[config.mk]
export PLATFORM = sky130hd
export DESIGN_NAME = rns_modadd_pipe
export DESIGN_NICKNAME = d
export VERILOG_FILES = /design/src/rtl/rns_modadd_pipe.sv
export SDC_FILE = /design/constraint.sdc
export NUM_CORES = 1
export LEC_CHECK = 0
export BUFFER_PORTS_ARGS = -buffer_cell sky130_fd_sc_hd__buf_2
export CAP_MARGIN = 20
export CORE_MARGIN = 3
export CORE_UTILIZATION = 48
export DETAILED_ROUTE_END_ITERATION = 10
export PLACE_DENSITY_LB_ADDON = 0.3
export SYNTH_ARGS = -nofsm -noshare
export SYNTH_HDL_FRONTEND = slang
export SYNTH_SLANG_ARGS = --single-unit
[constraint.sdc]
create_clock -name clk -period 1.74 [get_ports clk]
set_clock_uncertainty 0.2 [all_clocks]
set_input_delay 0.348 -clock clk [delete_from_list [all_inputs] [get_ports clk]]
set_output_delay 0.348 -clock clk [all_outputs]
set_load 0.005 [all_outputs]
[src/rtl/rns_modadd_pipe.sv]
// ============================================================================
// rns_modadd_pipe: two-stage elastic residue adder/subtractor for the moduli
// {2^N-1, 2^N, 2^N+1}. Optional macro RNS_RANGE_CHECK_EN adds operand checks.
// Revision: 1.0
// ============================================================================
`default_nettype none

module rns_modadd_pipe #(
  parameter int N = 3
) (
  input  logic         clk,
  input  logic         rst_n,
  input  logic         in_valid,
  output logic         in_ready,
  input  logic         in_sub,
  input  logic [N-1:0] a0,
  input  logic [N-1:0] b0,
  input  logic [N-1:0] a1,
  input  logic [N-1:0] b1,
  input  logic [N:0]   a2,
  input  logic [N:0]   b2,
  output logic         out_valid,
  input  logic         out_ready,
  output logic [N-1:0] r0,
  output logic [N-1:0] r1,
  output logic [N:0]   r2,
  output logic [2:0]   out_err
);

  localparam logic [N+1:0] C_M2      = {2'b01, {(N-1){1'b0}}, 1'b1};
  localparam logic [N:0]   C_M2_LOW  = {1'b1, {(N-1){1'b0}}, 1'b1};

  logic           v1_q, v2_q;
  logic           sub1_q;
  logic [N:0]     s0_q;
  logic [N-1:0]   s1_q;
  logic [N+1:0]   s2_q;
  logic           w_load1, w_adv2;

  assign in_ready = !v1_q || !v2_q || out_ready;
  assign w_load1  = in_valid && in_ready;
  assign w_adv2   = v1_q && (!v2_q || out_ready);
  assign out_valid = v2_q;

  // Stage 1 raw sums
  logic [N-1:0] w_b0x;
  logic [N:0]   s0_d;
  logic [N-1:0] s1_d;
  logic [N+1:0] s2_d;

  assign w_b0x = in_sub ? ~b0 : b0;
  assign s0_d  = {1'b0, a0} + {1'b0, w_b0x};
  assign s1_d  = in_sub ? (a1 - b1) : (a1 + b1);
  assign s2_d  = in_sub ? ({1'b0, a2} - {1'b0, b2}) : ({1'b0, a2} + {1'b0, b2});

  // Stage 2 modular correction
  logic [N-1:0] w_t0;
  logic [N-1:0] r0_d;
  logic [N-1:0] r1_d;
  logic [N:0]   r2_d;

  assign w_t0 = s0_q[N-1:0] + {{(N-1){1'b0}}, s0_q[N]};

  always_comb begin
    r0_d = (w_t0 == {N{1'b1}}) ? '0 : w_t0;
    r1_d = s1_q;
    r2_d = s2_q[N:0];
    if (sub1_q) begin
      if (s2_q[N+1]) r2_d = s2_q[N:0] + C_M2_LOW;
    end else begin
      if (s2_q >= C_M2) r2_d = s2_q[N:0] - C_M2_LOW;
    end
  end

  logic [N-1:0] r0_q, r1_q;
  logic [N:0]   r2_q;

`ifdef RNS_RANGE_CHECK_EN
  localparam logic [N:0] C_P2N = {1'b1, {N{1'b0}}};
  logic [2:0] err_d, err1_q, err2_q;

  assign err_d = {(a2 > C_P2N) || (b2 > C_P2N), 1'b0,
                  (a0 == {N{1'b1}}) || (b0 == {N{1'b1}})};

  always_ff @(posedge clk or negedge rst_n) begin
    if (!rst_n) begin
      err1_q <= '0;
      err2_q <= '0;
    end else begin
      if (w_load1) err1_q <= err_d;
      if (w_adv2)  err2_q <= err1_q;
    end
  end

  assign out_err = err2_q;
  assign r0 = r0_q;
  assign r1 = r1_q;
  assign r2 = r2_q;
`else
  assign out_err = 3'b000;
  assign r0 = r0_q;
  assign r1 = r1_q;
  assign r2 = r2_q;
`endif

  always_ff @(posedge clk or negedge rst_n) begin
    if (!rst_n) begin
      v1_q   <= 1'b0;
      v2_q   <= 1'b0;
      sub1_q <= 1'b0;
      s0_q   <= '0;
      s1_q   <= '0;
      s2_q   <= '0;
      r0_q   <= '0;
      r1_q   <= '0;
      r2_q   <= '0;
    end else begin
      if (w_load1) begin
        v1_q   <= 1'b1;
        sub1_q <= in_sub;
        s0_q   <= s0_d;
        s1_q   <= s1_d;
        s2_q   <= s2_d;
      end else if (w_adv2) begin
        v1_q <= 1'b0;
      end

      if (w_adv2) begin
        v2_q <= 1'b1;
`ifdef RNS_RANGE_CHECK_EN
        // Erroneous channels are zeroed; good channels pass through
        r0_q <= err1_q[0] ? '0 : r0_d;
        r1_q <= r1_d;
        r2_q <= err1_q[2] ? '0 : r2_d;
`else
        r0_q <= r0_d;
        r1_q <= r1_d;
        r2_q <= r2_d;
`endif
      end else if (out_ready) begin
        v2_q <= 1'b0;
      end
    end
  end

endmodule

`default_nettype wire

==> impl_metrics.py <==
metrics = {
    "run_status": {
        "status": "finished with violations",
        "violations": "negative setup slack",
    },
    "sta": {
        "relSlewSlack": 0.652,
        "slew_viol_final": 0,
        "setup_slack_ns": -0.138,
        "period_share": 1.08,
        "fmax_mhz": 533,
        "worstMarginPinSlew_ns": 0.521,
        "layout_min_cycle_time_ns": 1.88,
        "rsz0062_at_grt": "true",
        "finalSetupViolCount": 4,
        "hold_ws_ns": 0.0612,
        "hold_violations": 0,
    },
    "floorplan": {
        "initial_core_util": 0.517,
        "coreArea_mm2": 0.00315,
        "die_w_um": 64.3,
        "die_y_um": 64.3,
        "dieArea_mm2": 0.00413,
        "io_pins": 40,
        "rows": 20,
    },
    "critical_path": {
        "endpoint": "s2_q[4]$_DFFE_PN0P_",
        "r2r-start": "s2_q[0]$_DFFE_PN0P_",
        "reg2reg_depth": 5,
        "cpPeakStageDelay_ns": 0.35,
        "cp_max_fo": 2,
        "regToRegSetupSlack_ns": -0.14,
        "path_cells": "buf_12 > inv_12 > ha_4 > mux2_4 > fa_2 > nand2b_4 > a21oi_4 > xor2_1 > o21ai_1",
        "r2r_end": "r2[2]$_DFFE_PN0P_",
        "startpoint_type": "input port",
        "cp.required_ns": 1.74,
        "path_class": "in2reg",
        "startpoint": "b2[1]",
        "worst_setup_path_end_kind": "flop",
        "cp_slowest_cell": "fa_2",
        "crit_arrival_ns": 1.88,
    },
    "clocking": {
        "cts_sinks": 25,
        "root_buffer": "clkbuf_4",
        "path_clk_slew_ns": 0.12,
        "cts_tree": "built",
        "cts_buffer_depth": 2,
        "cts-buffers-inserted": 3,
        "clock_latency_ns": 0.30,
        "cts.htree.levels": 1,
    },
    "synth": {
        "yosysMostFrequentCell": "dfrtp_1",
        "yosysTopAreaCell": "dfrtp_1",
        "ys_seq_elements": 25,
        "yosysUniqueCellTypes": 32,
        "synth.avg_cell_area_um2": 9.76,
        "synth_commonest_cells": "25 x dfrtp_1, 24 x nand2_1, 15 x ha_1",
        "synth_top_area_frac": 0.384,
        "seq_area_frac_synth": 0.384,
        "async_reset_ff_frac": 1.00,
        "synth_edf_count": 0,
        "synthCells": 167,
        "synthesis.area_mm2": 0.00163,
        "ys.flop_type": "dfrtp_1",
        "synth_warnings": 0,
        "ys_top_cells_by_area": "dfrtp_1 38%, ha_1 12%, mux2_2 6.2%",
    },
    "power": {
        "p_leak_nw": 1.05,
        "ir_worst_vdd_mv": 0.308,
        "p_per_area_mw_per_mm2": 938,
    },
    "grt": {
        "antenna_found_initial": 0,
        "overflow": 0,
        "grt_pass1_vias": 1304,
        "grt_max_degree": 26,
        "grt_pass1_wl_um": 5350,
        "grt_use_total": 0.162,
    },
    "place": {
        "place_congestion": 0.776,
        "dpl.hpwl_um": 2650,
        "portBuffers": 36,
    },
    "drt": {
        "vias": 1275,
        "first_iter_violations": 38,
        "antenna_left": 0,
        "wl_per_cell_um": 12.1,
        "via_per_inst": 4.89,
        "wl_met2_um": 1730,
        "drt-met1-wl_um": 1250,
        "wl_met3_um": 160,
        "top_layer": "met4",
        "drc": 0,
        "dr.pass1.iters": 4,
        "wirelength_um": 3160,
    },
    "hold_path": {
        "min_path_cells": 2,
        "holdCritPathClass": "in2reg",
    },
    "final_layout": {
        "layout.nets": 261,
        "antenna_cells": 0,
        "final_util": 0.673,
        "area_growth_syn_to_layout_pct": 30.1,
        "drive_gt1_frac": 0.396,
    },
    "flow_run": {
        "maxCapViolCount": 0,
    },
}
==> worst max-delay path, delay by kind of cell <==
family / cells / cell delay, ns
muxes: 1 / 0.28
buffers and inverters: 2 / 0.15
and+or+nand+nor: 1 / 0.16
xor gates and xnor gates: 1 / 0.18
AOI/OAI and AO/OA: 2 / 0.23
adders and majority gates: 2 / 0.53
==> metrics by stage <==
step	power (mW)	worst slack [ns]	TNS (ns)	instance area, um^2	std cells
floorplan	1.39	-0.256	-0.807	1710	169
global placement	1.65	-0.465	-2.21	2000	256
detailed placement	1.71	-0.535	-2.65	2000	256
CTS	1.97	-0.106	-0.321	2080	262
global route	2.16	-0.215	-0.597	2120	261
finish	1.99	-0.138	-0.310	2120	261
==> cell families (layout without fill, tap and decap cells) <==
family | count (synthesis) | after routing | synth area share
other cells | 1 | 3 | 0.00230
simple gates | 46 | 46 | 0.129
flops | 25 | 25 | 0.384
mux | 11 | 11 | 0.0744
compound gates | 29 | 29 | 0.119
fa+ha+maj | 18 | 18 | 0.152
buf+inv | 22 | 70 | 0.0591
xor+xnor | 15 | 15 | 0.0806
==> area by class of cell <==
type	instances	area, um^2
timing repair buffer	53	335
clock buffer	4	26.3
multi-input combinational	122	1010
sequential	25	626
inverter	13	63.8
fill	266	1030
tap	44	55.1
==> registers in the layout, summed over array words and instances (netlist names) <==
register and count:
sub1_q 1, r2 4, v1_q 1, r1_d 3
s0_q 4, r0 3, s2_q 5, r1 3
out_valid 1
==> what timing repair did <==
action,4_1_cts,5_1_grt
gates cloned,0,0
pin swaps,0,11
endpoints found under the hold margin,25,0
buffers inserted,1,0
setup endpoints to repair,6,7
hold buffers,1,0
resized for setup,10,11
==> report_power, final <==
part / leakage (nW) / switching (mW) / internal [mW]
sequential: 0.302 / 0.124 / 0.750
combinational: 0.728 / 0.408 / 0.465
clock: 0.0150 / 0.154 / 0.0892
total: 1.05 / 0.686 / 1.30
==> layout by cell type (no fill, tap or decap), types with 2 or more instances in the layout <==
cell / netlist / final
clkbuf_4: 0 / 3
ha_2: 0 / 2
nand2_1: 24 / 24
buf_6: 0 / 2
inv_1: 13 / 9
inv_2: 0 / 2
mux2_4: 0 / 2
a21oi_1: 4 / 3
mux2_2: 9 / 7
buf_4: 3 / 15
ha_4: 0 / 2
mux2i_1: 2 / 2
nand3_1: 2 / 2
ha_1: 15 / 11
o21ai_0: 14 / 8
a21o_1: 2 / 2
xnor2_1: 6 / 5
conb_1: 1 / 3
o21ai_1: 1 / 6
nand2b_1: 4 / 3
buf_2: 2 / 34
fa_2: 0 / 2
o31ai_1: 2 / 2
nor2b_1: 3 / 2
xor2_1: 9 / 9
dfrtp_1: 25 / 25
nor2_1: 8 / 7
==> worst min path at each step <==
stage	end	slack [ns]	start
finish	v1_q$_DFFE_PN0P_	0.06	in_valid
CTS	v1_q$_DFFE_PN0P_	0.06	in_valid
detailed placement	s0_q[1]$_DFFE_PN0P_	0.16	rst_n
global route	v1_q$_DFFE_PN0P_	0.06	in_valid
floorplan	out_valid$_DFFE_PN0P_	-0.15	rst_n
global placement	s0_q[2]$_DFFE_PN0P_	0.15	rst_n
==> layer usage <==
layer / up-vias / global-route usage
met1: 586 / 0.176
met5: - / 0
li1: 649 / -
met4: 0 / 0.0237
met3: 2 / 0.0176
met2: 38 / 0.334
No activity file was read; power rests on OpenSTA's default activity.
